### config.mk
export PLATFORM = sky130hd
export DESIGN_NAME = pe_mac_cell
export DESIGN_NICKNAME = d
export VERILOG_FILES = /design/src/rtl/pe_mac_cell.sv
export SDC_FILE = /design/constraint.sdc
export NUM_CORES = 1
export LEC_CHECK = 0
export BUFFER_PORTS_ARGS = -buffer_cell sky130_fd_sc_hd__buf_2
export CORE_UTILIZATION = 57
export CTS_BUF_LIST = sky130_fd_sc_hd__clkbuf_8
export DETAILED_ROUTE_END_ITERATION = 12
export GPL_TIMING_DRIVEN = 0
export PLACE_DENSITY = 0.8
export REMOVE_ABC_BUFFERS = 1
export SETUP_SLACK_MARGIN = 0.3
export SKIP_LAST_GASP = 1
export SLEW_MARGIN = 10
export SYNTH_ARGS = -nofsm -noshare
export SYNTH_HDL_FRONTEND = slang
export SYNTH_SLANG_ARGS = --single-unit
### constraint.sdc
create_clock -name clk -period 5 [get_ports clk]
set_input_delay 0.75 -clock clk [delete_from_list [all_inputs] [get_ports clk]]
set_output_delay 0.75 -clock clk [all_outputs]
set_load 0.03 [all_outputs]
### src/rtl/pe_mac_cell.sv
// pe_mac_cell: systolic-array PE supporting weight-stationary (WS) and output-stationary (OS) dataflows.
// Define PE_SAT_EN to clamp sums and raise the sticky ovf flag; otherwise sums wrap and ovf stays 0.
module pe_mac_cell #(
  parameter int DATA_WIDTH = 8,
  parameter int ACC_WIDTH  = 24,
  parameter int MUL_LAT    = 1
) (
  input  logic                         clk,
  input  logic                         rst_n,
  input  logic                         data_flow,
  input  logic                         load,
  input  logic                         drain,
  input  logic                         in_valid,
  input  logic signed [DATA_WIDTH-1:0] left,
  input  logic signed [ACC_WIDTH-1:0]  up,
  output logic signed [DATA_WIDTH-1:0] right,
  output logic                         right_valid,
  output logic signed [ACC_WIDTH-1:0]  down,
  output logic                         down_valid,
  output logic                         busy,
  output logic                         ovf
);

  localparam int PW = 2 * DATA_WIDTH;

  typedef enum logic {OS_ACC = 1'b0, OS_FWD = 1'b1} state_e;

  state_e                        state_q, state_d;
  logic                          df_q;
  logic                          modeChange;
  logic signed [DATA_WIDTH-1:0]  weight_q, weight_d;
  logic signed [ACC_WIDTH-1:0]   acc_q, acc_d;
  logic signed [ACC_WIDTH-1:0]   down_q, down_d;
  logic                          downValid_q, downValid_d;
  logic                          ovf_q, ovf_d;
  logic signed [DATA_WIDTH-1:0]  right_q;
  logic                          rightValid_q;

  logic signed [PW-1:0]          mul_q [MUL_LAT];
  logic [MUL_LAT-1:0]            prodValid_q;

  logic signed [DATA_WIDTH-1:0]  opB;
  logic signed [PW-1:0]          mulNew;
  logic signed [ACC_WIDTH-1:0]   prodAdd, dnOpA, dnSum, acSum;
  logic                          dnClamp, acClamp;

  // Returns {clamped, result}; the clamped bit can only be set when saturation is built in.
  function automatic logic [ACC_WIDTH:0] addClamp(input logic signed [ACC_WIDTH-1:0] a,
                                                  input logic signed [ACC_WIDTH-1:0] b);
`ifdef PE_SAT_EN
    logic [ACC_WIDTH:0] s;
    s = {a[ACC_WIDTH-1], a} + {b[ACC_WIDTH-1], b};
    if (s[ACC_WIDTH] != s[ACC_WIDTH-1])
      return {1'b1, s[ACC_WIDTH], {(ACC_WIDTH-1){~s[ACC_WIDTH]}}};
    return {1'b0, s[ACC_WIDTH-1:0]};
`else
    return {1'b0, a + b};
`endif
  endfunction

  assign modeChange = data_flow ^ df_q;
  assign opB        = data_flow ? weight_q : up[DATA_WIDTH-1:0];
  assign mulNew     = PW'(left) * PW'(opB);
  assign prodAdd    = prodValid_q[MUL_LAT-1] ? ACC_WIDTH'(mul_q[MUL_LAT-1]) : '0;
  assign dnOpA      = data_flow ? up : acc_q;

  assign {dnClamp, dnSum} = addClamp(dnOpA, prodAdd);
  assign {acClamp, acSum} = addClamp(acc_q, prodAdd);

  // A mode switch flushes in-flight products so they never leak into the other dataflow.
  always_ff @(posedge clk or negedge rst_n) begin
    if (!rst_n) begin
      for (int i = 0; i < MUL_LAT; i++) mul_q[i] <= '0;
      prodValid_q <= '0;
    end else begin
      mul_q[0]       <= mulNew;
      prodValid_q[0] <= in_valid & ~modeChange;
      for (int i = 1; i < MUL_LAT; i++) begin
        mul_q[i]       <= mul_q[i-1];
        prodValid_q[i] <= prodValid_q[i-1] & ~modeChange;
      end
    end
  end

  always_comb begin
    state_d     = state_q;
    acc_d       = acc_q;
    weight_d    = weight_q;
    down_d      = down_q;
    downValid_d = 1'b0;
    ovf_d       = ovf_q;
    if (modeChange) begin
      acc_d   = '0;
      state_d = OS_ACC;
    end else if (data_flow) begin
      if (load) begin
        if (in_valid) begin
          weight_d    = up[DATA_WIDTH-1:0];
          down_d      = up;
          downValid_d = 1'b1;
        end
      end else begin
        down_d      = dnSum;
        downValid_d = prodValid_q[MUL_LAT-1];
        ovf_d       = ovf_q | dnClamp;
      end
    end else if (state_q == OS_ACC && drain) begin
      // The product landing on the drain edge belongs to the tile being emitted.
      down_d      = dnSum;
      downValid_d = 1'b1;
      acc_d       = '0;
      ovf_d       = ovf_q | dnClamp;
      state_d     = OS_FWD;
    end else begin
      down_d      = up;
      downValid_d = in_valid;
      if (prodValid_q[MUL_LAT-1]) begin
        acc_d = acSum;
        ovf_d = ovf_q | acClamp;
      end
      state_d = drain ? OS_FWD : OS_ACC;
    end
  end

  always_ff @(posedge clk or negedge rst_n) begin
    if (!rst_n) begin
      state_q      <= OS_ACC;
      df_q         <= 1'b0;
      weight_q     <= '0;
      acc_q        <= '0;
      down_q       <= '0;
      downValid_q  <= 1'b0;
      ovf_q        <= 1'b0;
      right_q      <= '0;
      rightValid_q <= 1'b0;
    end else begin
      state_q      <= state_d;
      df_q         <= data_flow;
      weight_q     <= weight_d;
      acc_q        <= acc_d;
      down_q       <= down_d;
      downValid_q  <= downValid_d;
      ovf_q        <= ovf_d;
      right_q      <= left;
      rightValid_q <= in_valid;
    end
  end

  assign right       = right_q;
  assign right_valid = rightValid_q;
  assign down        = down_q;
  assign down_valid  = downValid_q;
  assign busy        = (state_q == OS_FWD) && !data_flow;
  assign ovf         = ovf_q;

endmodule

==> Yosys cells after proc, flatten, opt, wreduce, memory -nomap -nowiden <==
Cells that the tools add are included.
{ "totals": {"regBits": 85, "latch_bits": 0, "ram_bits": 0, "rom_bits": 0, "in_bits": 38, "output_inout_bits": 36, "elab_cells": 46, "mem_count": 0} }
{ "op_classes": {"n_addsub": 2, "mul": 1, "div": 0, "n_lt_le_gt_ge": 0, "eq_ne": 2, "shift": 0, "n_mux": 20, "bitwise": 4, "n_reduce_logical": 7} }
{ "ops": {"columns": ["op", "n"], "rows": [
  ["24-bit 2-to-1 mux", 10],
  ["24-bit adder", 2],
  ["8-bit by 8-bit multiplier with 16-bit output", 1],
  ["1-bit 2-to-1 mux", 9],
  ["8-bit 2-to-1 mux", 1],
  ["2-bit AND reduction", 2],
  ["4-bit AND reduction", 1],
  ["3-bit by 2-bit inequality test with 1-bit output (second input constant)", 1],
  ["3-bit nonzero test", 1],
  ["1-bit logical AND", 2],
  ["2-bit by 1-bit inequality test with 1-bit output (second input constant)", 1],
  ["1-bit inverter", 2],
  ["1-bit bitwise AND", 1],
  ["1-bit zero test", 1],
  ["1-bit XOR", 1]
]} }

==> Logic depth before layout (Yosys ltp) <==
{ "logic_depth": {"ltp_word": 6, "ltp_mapped": 24, "mapped_depth_nobuf": 22} }

==> Worst setup path before layout <==
No wires, ideal clock.
{ "synth_timing": {"path_type": "input port to flip-flop", "start": "input port data_flow", "end": "register mul_q[15] in the netlist's numbering", "setup_time_ns": 0.125, "arrival_time_ns": 5.821, "t_required_ns": 4.875, "setup_slack_ns": -0.946, "stages": 20, "n_path_buf": 2, "cell_sequence": "buf_1 clkbuf_1 mux2i_1 nor2b_1 fa_1 inv_1 fa_1 inv_1 fa_1 inv_1 fa_1 inv_1 ha_1 nand2b_1 a21boi_0 o311a_1 o21a_1 o21a_1 o41a_1 xnor2_1"} }
{ "synth_between": {"elab_chain_cells": 2} }
{ "synth_lines": {"columns": ["element", "line", "text"], "rows": [
  ["start, declared", "10", "input logic data_flow,"],
  ["8-bit 2-to-1 mux", "62", "assign opB = data_flow ? weight_q : up[DATA_WIDTH-1:0];"],
  ["8-bit by 8-bit multiplier with 16-bit output", "63", "assign mulNew = PW'(left) * PW'(opB);"],
  ["named net mulNew[15]", "43", "logic signed [PW-1:0] mulNew;"],
  ["end signal, assigned by index", "79", "mul_q[i] <= mul_q[i-1];"],
  ["end, declared", "39", "logic signed [PW-1:0] mul_q [MUL_LAT];"]
]} }
The timed path passes the listed nets, and every way through them passes these cells.
A chain may end at the register's enable or synchronous reset.

==> Worst setup path in the final report <==
Ends and elaborated chain as after synthesis.

==> reports/metrics.yaml <==
yosys:
  ys_ff_latch: 85
  synthTopCellsByArea: "dfrtp_1 26%, fa_1 14%, ha_1 12%"
  yosysTopAreaCell: "dfrtp_1"
  synthFlopType: "dfrtp_1"
  synth_area_mm2: 0.00812
  async_flop_share: 1.00
  syn_avg_cell_area_um2: 9.47
  synth_seq_area_share: 0.262
  synth_cell_types: 61
  syn_inst: 858
  synth_enable_flop_cells: 0
  yosysTopAreaCellShare: 0.262
  yosys_warnings: 0
status:
  status: "completed"
final_layout:
  drive_gt1_frac: 0.202
  antenna_cells: 0
  layout.nets: 1112
  fillCellCount: 1085
  seq_area_mm2: 0.00213
  fin_cells: 1126
  area_delta_synth_final_pct: 14.9
  fin_area_mm2: 0.00933
  multi_input_area_mm2: 0.00573
clocking:
  cts-hold-fix-buffers: 0
  clk_pin_slew_ns: 0.09
  clk_latency_ns: 0.38
  clkSinkCount: 85
  h-tree-depth: 3
  cts_buffer_depth: 2
  clockRootBuffer: "clkbuf_8"
  cts_tree: "yes"
  cts_buffers: 9
power:
  p_int_mw: 2.49
  power_switching_mw: 1.97
  p_comb_frac: 0.681
  clkPwrFrac: 0.113
  max-vdd-ir-drop_uv: 766
  seq_power_share: 0.206
  swShare: 0.441
  p_per_area_mw_per_mm2: 478
  leakagePower_nw: 4.73
  power_mw: 4.46
placement:
  portBuffers: 72
  dp.cells: 1090
  place_ws_ns: -1.57
  place_area_mm2: 0.00868
  hpwl_mm: 13.2
  gp_congestion: 0.914
detailed_routing:
  firstDrtPassIters: 4
  drt-initial-drc-count: 379
  via_count: 6392
  ant_nets: 0
  drc: 0
  wire_per_inst_um: 15.9
  vias_per_cell: 5.68
  totalWireLength_mm: 18.0
floorplan:
  dieArea_mm2: 0.0147
  rows: 43
  die_y_um: 121
  fp.dieW_um: 121
  start_util: 0.585
  io_pins: 74
  core_mm2: 0.0139
flow_run:
  drv_cap: 0
critical_path:
  worstPathArrival_ns: 5.21
  rr_worst_depth: 18
  r2r-end: "mul_q[15]$_DFF_PN0_"
  crit_type: "primary input to flop"
  required_ns: 5.28
  path_max_fanout: 6
  end_kind: "flop"
  start_kind: "primary input"
  r2r_start: "weight_q[3]$_DFFE_PN0P_"
  rrSetupSlack_ns: 0.23
timing:
  fin_ws_ns: 0.0727
  fin_crit_sh: 0.985
  max_freq_ghz: 0.203
  setup_viol: 0
  worst_slew_pin_slew_ns: 1.10
  fin_worst_skew_ns: 0.0156
  rsz0062_at_grt: "true"
  worst_hold_slack_ns: 0.274
  hold_violations: 0
  max_slew_margin: 0.264
  min_period_ns: 4.93
  slew_violations: 0
global_routing:
  grt_first_pass_wirelength_mm: 29.9
  grt_usage: 0.261
  grt_overflow_total: 0
  grt_start_max_net_pins: 60
  antenna_found_initial: 0
  first_global_vias: 6432
min_path:
  hold_path_class: "primary input to async pin"
[routing by layer]
metal,vias up,wire length (um),GRT usage
met2,160,8620,0.435
li1,3115,-,-
met1,3085,8120,0.338
met5,-,0,0
met4,0,418,0.0980
met3,32,796,0.0442
[Yosys cell counts (4+ instances only)]
cell and number:
inv_1 97, dfrtp_1 85, ha_1 76, fa_1 57, nand2_1 53, a21oi_1 49
nor2_1 47, nor2b_1 37, xnor2_1 36, mux2_2 34, o21ai_0 32, and2_1 31
a21o_1 26, a22o_1 19, clkbuf_1 19, xor2_1 13, nand2b_1 12, o21a_1 11
a31oi_1 10, mux2i_1 10, nand3_1 9, nand4_1 8, nor3_1 7, o21bai_1 6
or2_2 6, a211oi_1 5, or3_1 5, a22oi_1 4, o21ai_1 4, o31ai_1 4
[power by group through the flow]
stage / clock [mW] / sequential [mW] / combinational, mW
after floorplan: 0 / 1.02 / 2.04
final: 0.503 / 0.920 / 3.04
after CTS: 0.518 / 0.920 / 2.85
after global placement: 0 / 0.919 / 2.57
after global routing: 0.543 / 0.936 / 3.41
after detailed placement: 0 / 0.928 / 2.69
[per-stage QoR]
| step | TNS [ns] | util |
|---|---|---|
| 2_1_floorplan | -0.283 | - |
| 3_3_place_gp | -8.12 | 0.620 |
| 3_5_place_dp | -9.11 | 0.625 |
| 4_1_cts | 0 | 0.662 |
| 5_1_grt | -0.0528 | 0.672 |
| 6_report | 0 | 0.672 |
[worst max path at each step]
stage	startpoint	endpoint	slack, ns	depth (start not counted)
after floorplan	data_flow	mul_q[15]$_DFF_PN0_	-0.15	18
after CTS	data_flow	mul_q[15]$_DFF_PN0_	0.1	19
after detailed placement	data_flow	mul_q[14]$_DFF_PN0_	-1.57	20
after global routing	data_flow	mul_q[15]$_DFF_PN0_	-0.05	19
final	data_flow	mul_q[15]$_DFF_PN0_	0.07	19
after global placement	data_flow	mul_q[14]$_DFF_PN0_	-1.46	20
[logic make-up (layout without fill, tap and decap cells)]
logic type      after synthesis  after routing  synth area share
flops                        85             85             0.262
fa+ha+maj                   133            133             0.258
simple gates                223            223             0.140
mux                          44             44            0.0595
buf+inv                     120            208            0.0581
xor+xnor                     49             49            0.0528
compound gates              203            203             0.169
other cells                   1              1          0.000462
[cell type report]
| cell class | instances | share of cell area |
|---|---|---|
| clock buffer | 9 | 0.0133 |
| clock inverter | 7 | 0.00804 |
| inverter | 97 | 0.0390 |
| multi-input combinational | 653 | 0.614 |
| sequential | 85 | 0.228 |
| tap | 180 | 0.0241 |
| timing repair buffer | 95 | 0.0741 |
[registers in the layout (all words and copies together) (netlist names)]
register	count
down_valid	1
down	24
weight_q	8
mul_q	16
acc_q	24
df_q	1
state_q	1
prodValid_q	1
right	8
right_valid	1
[cell usage in the layout (no fill, tap or decap), types with 4 or more instances in the layout]
cell	n
inv_1	91
dfrtp_1	85
ha_1	71
buf_2	70
fa_1	54
nand2_1	53
a21oi_1	48
nor2_1	46
xnor2_1	36
nor2b_1	35
mux2_2	31
o21ai_0	30
and2_1	28
a21o_1	26
a22o_1	19
buf_4	14
xor2_1	13
nand2b_1	11
o21a_1	11
a31oi_1	10
nand3_1	9
clkbuf_8	9
nand4_1	8
nor3_1	7
inv_2	6
or2_2	6
o21bai_1	6
mux2i_4	5
o21ai_1	5
a211oi_1	5
or3_1	5
mux2i_1	4
a22oi_1	4
ha_4	4
[worst max-delay path: stages]
cell      delay [ns]
buf_16          0.13
mux2_4          0.34
and2_1          0.21
fa_1            0.53
inv_2           0.05
fa_1            0.52
inv_1           0.05
fa_1            0.47
inv_1           0.05
fa_1            0.49
inv_2           0.05
ha_4            0.23
nand2b_4        0.06
a21boi_2        0.05
o311a_1         0.31
o21a_1          0.20
o21a_1          0.19
o41a_1          0.32
xnor2_1         0.19
[repair_timing]
action | in CTS | in global routing
endpoints found under the setup margin | 9 | 4
hold endpoints to repair | 0 | 0
gates cloned | 3 | 0
buffers inserted | 9 | 8
resized for setup | 35 | 16
pin swaps | 2 | 11
(Power assumes the default switching activity.)
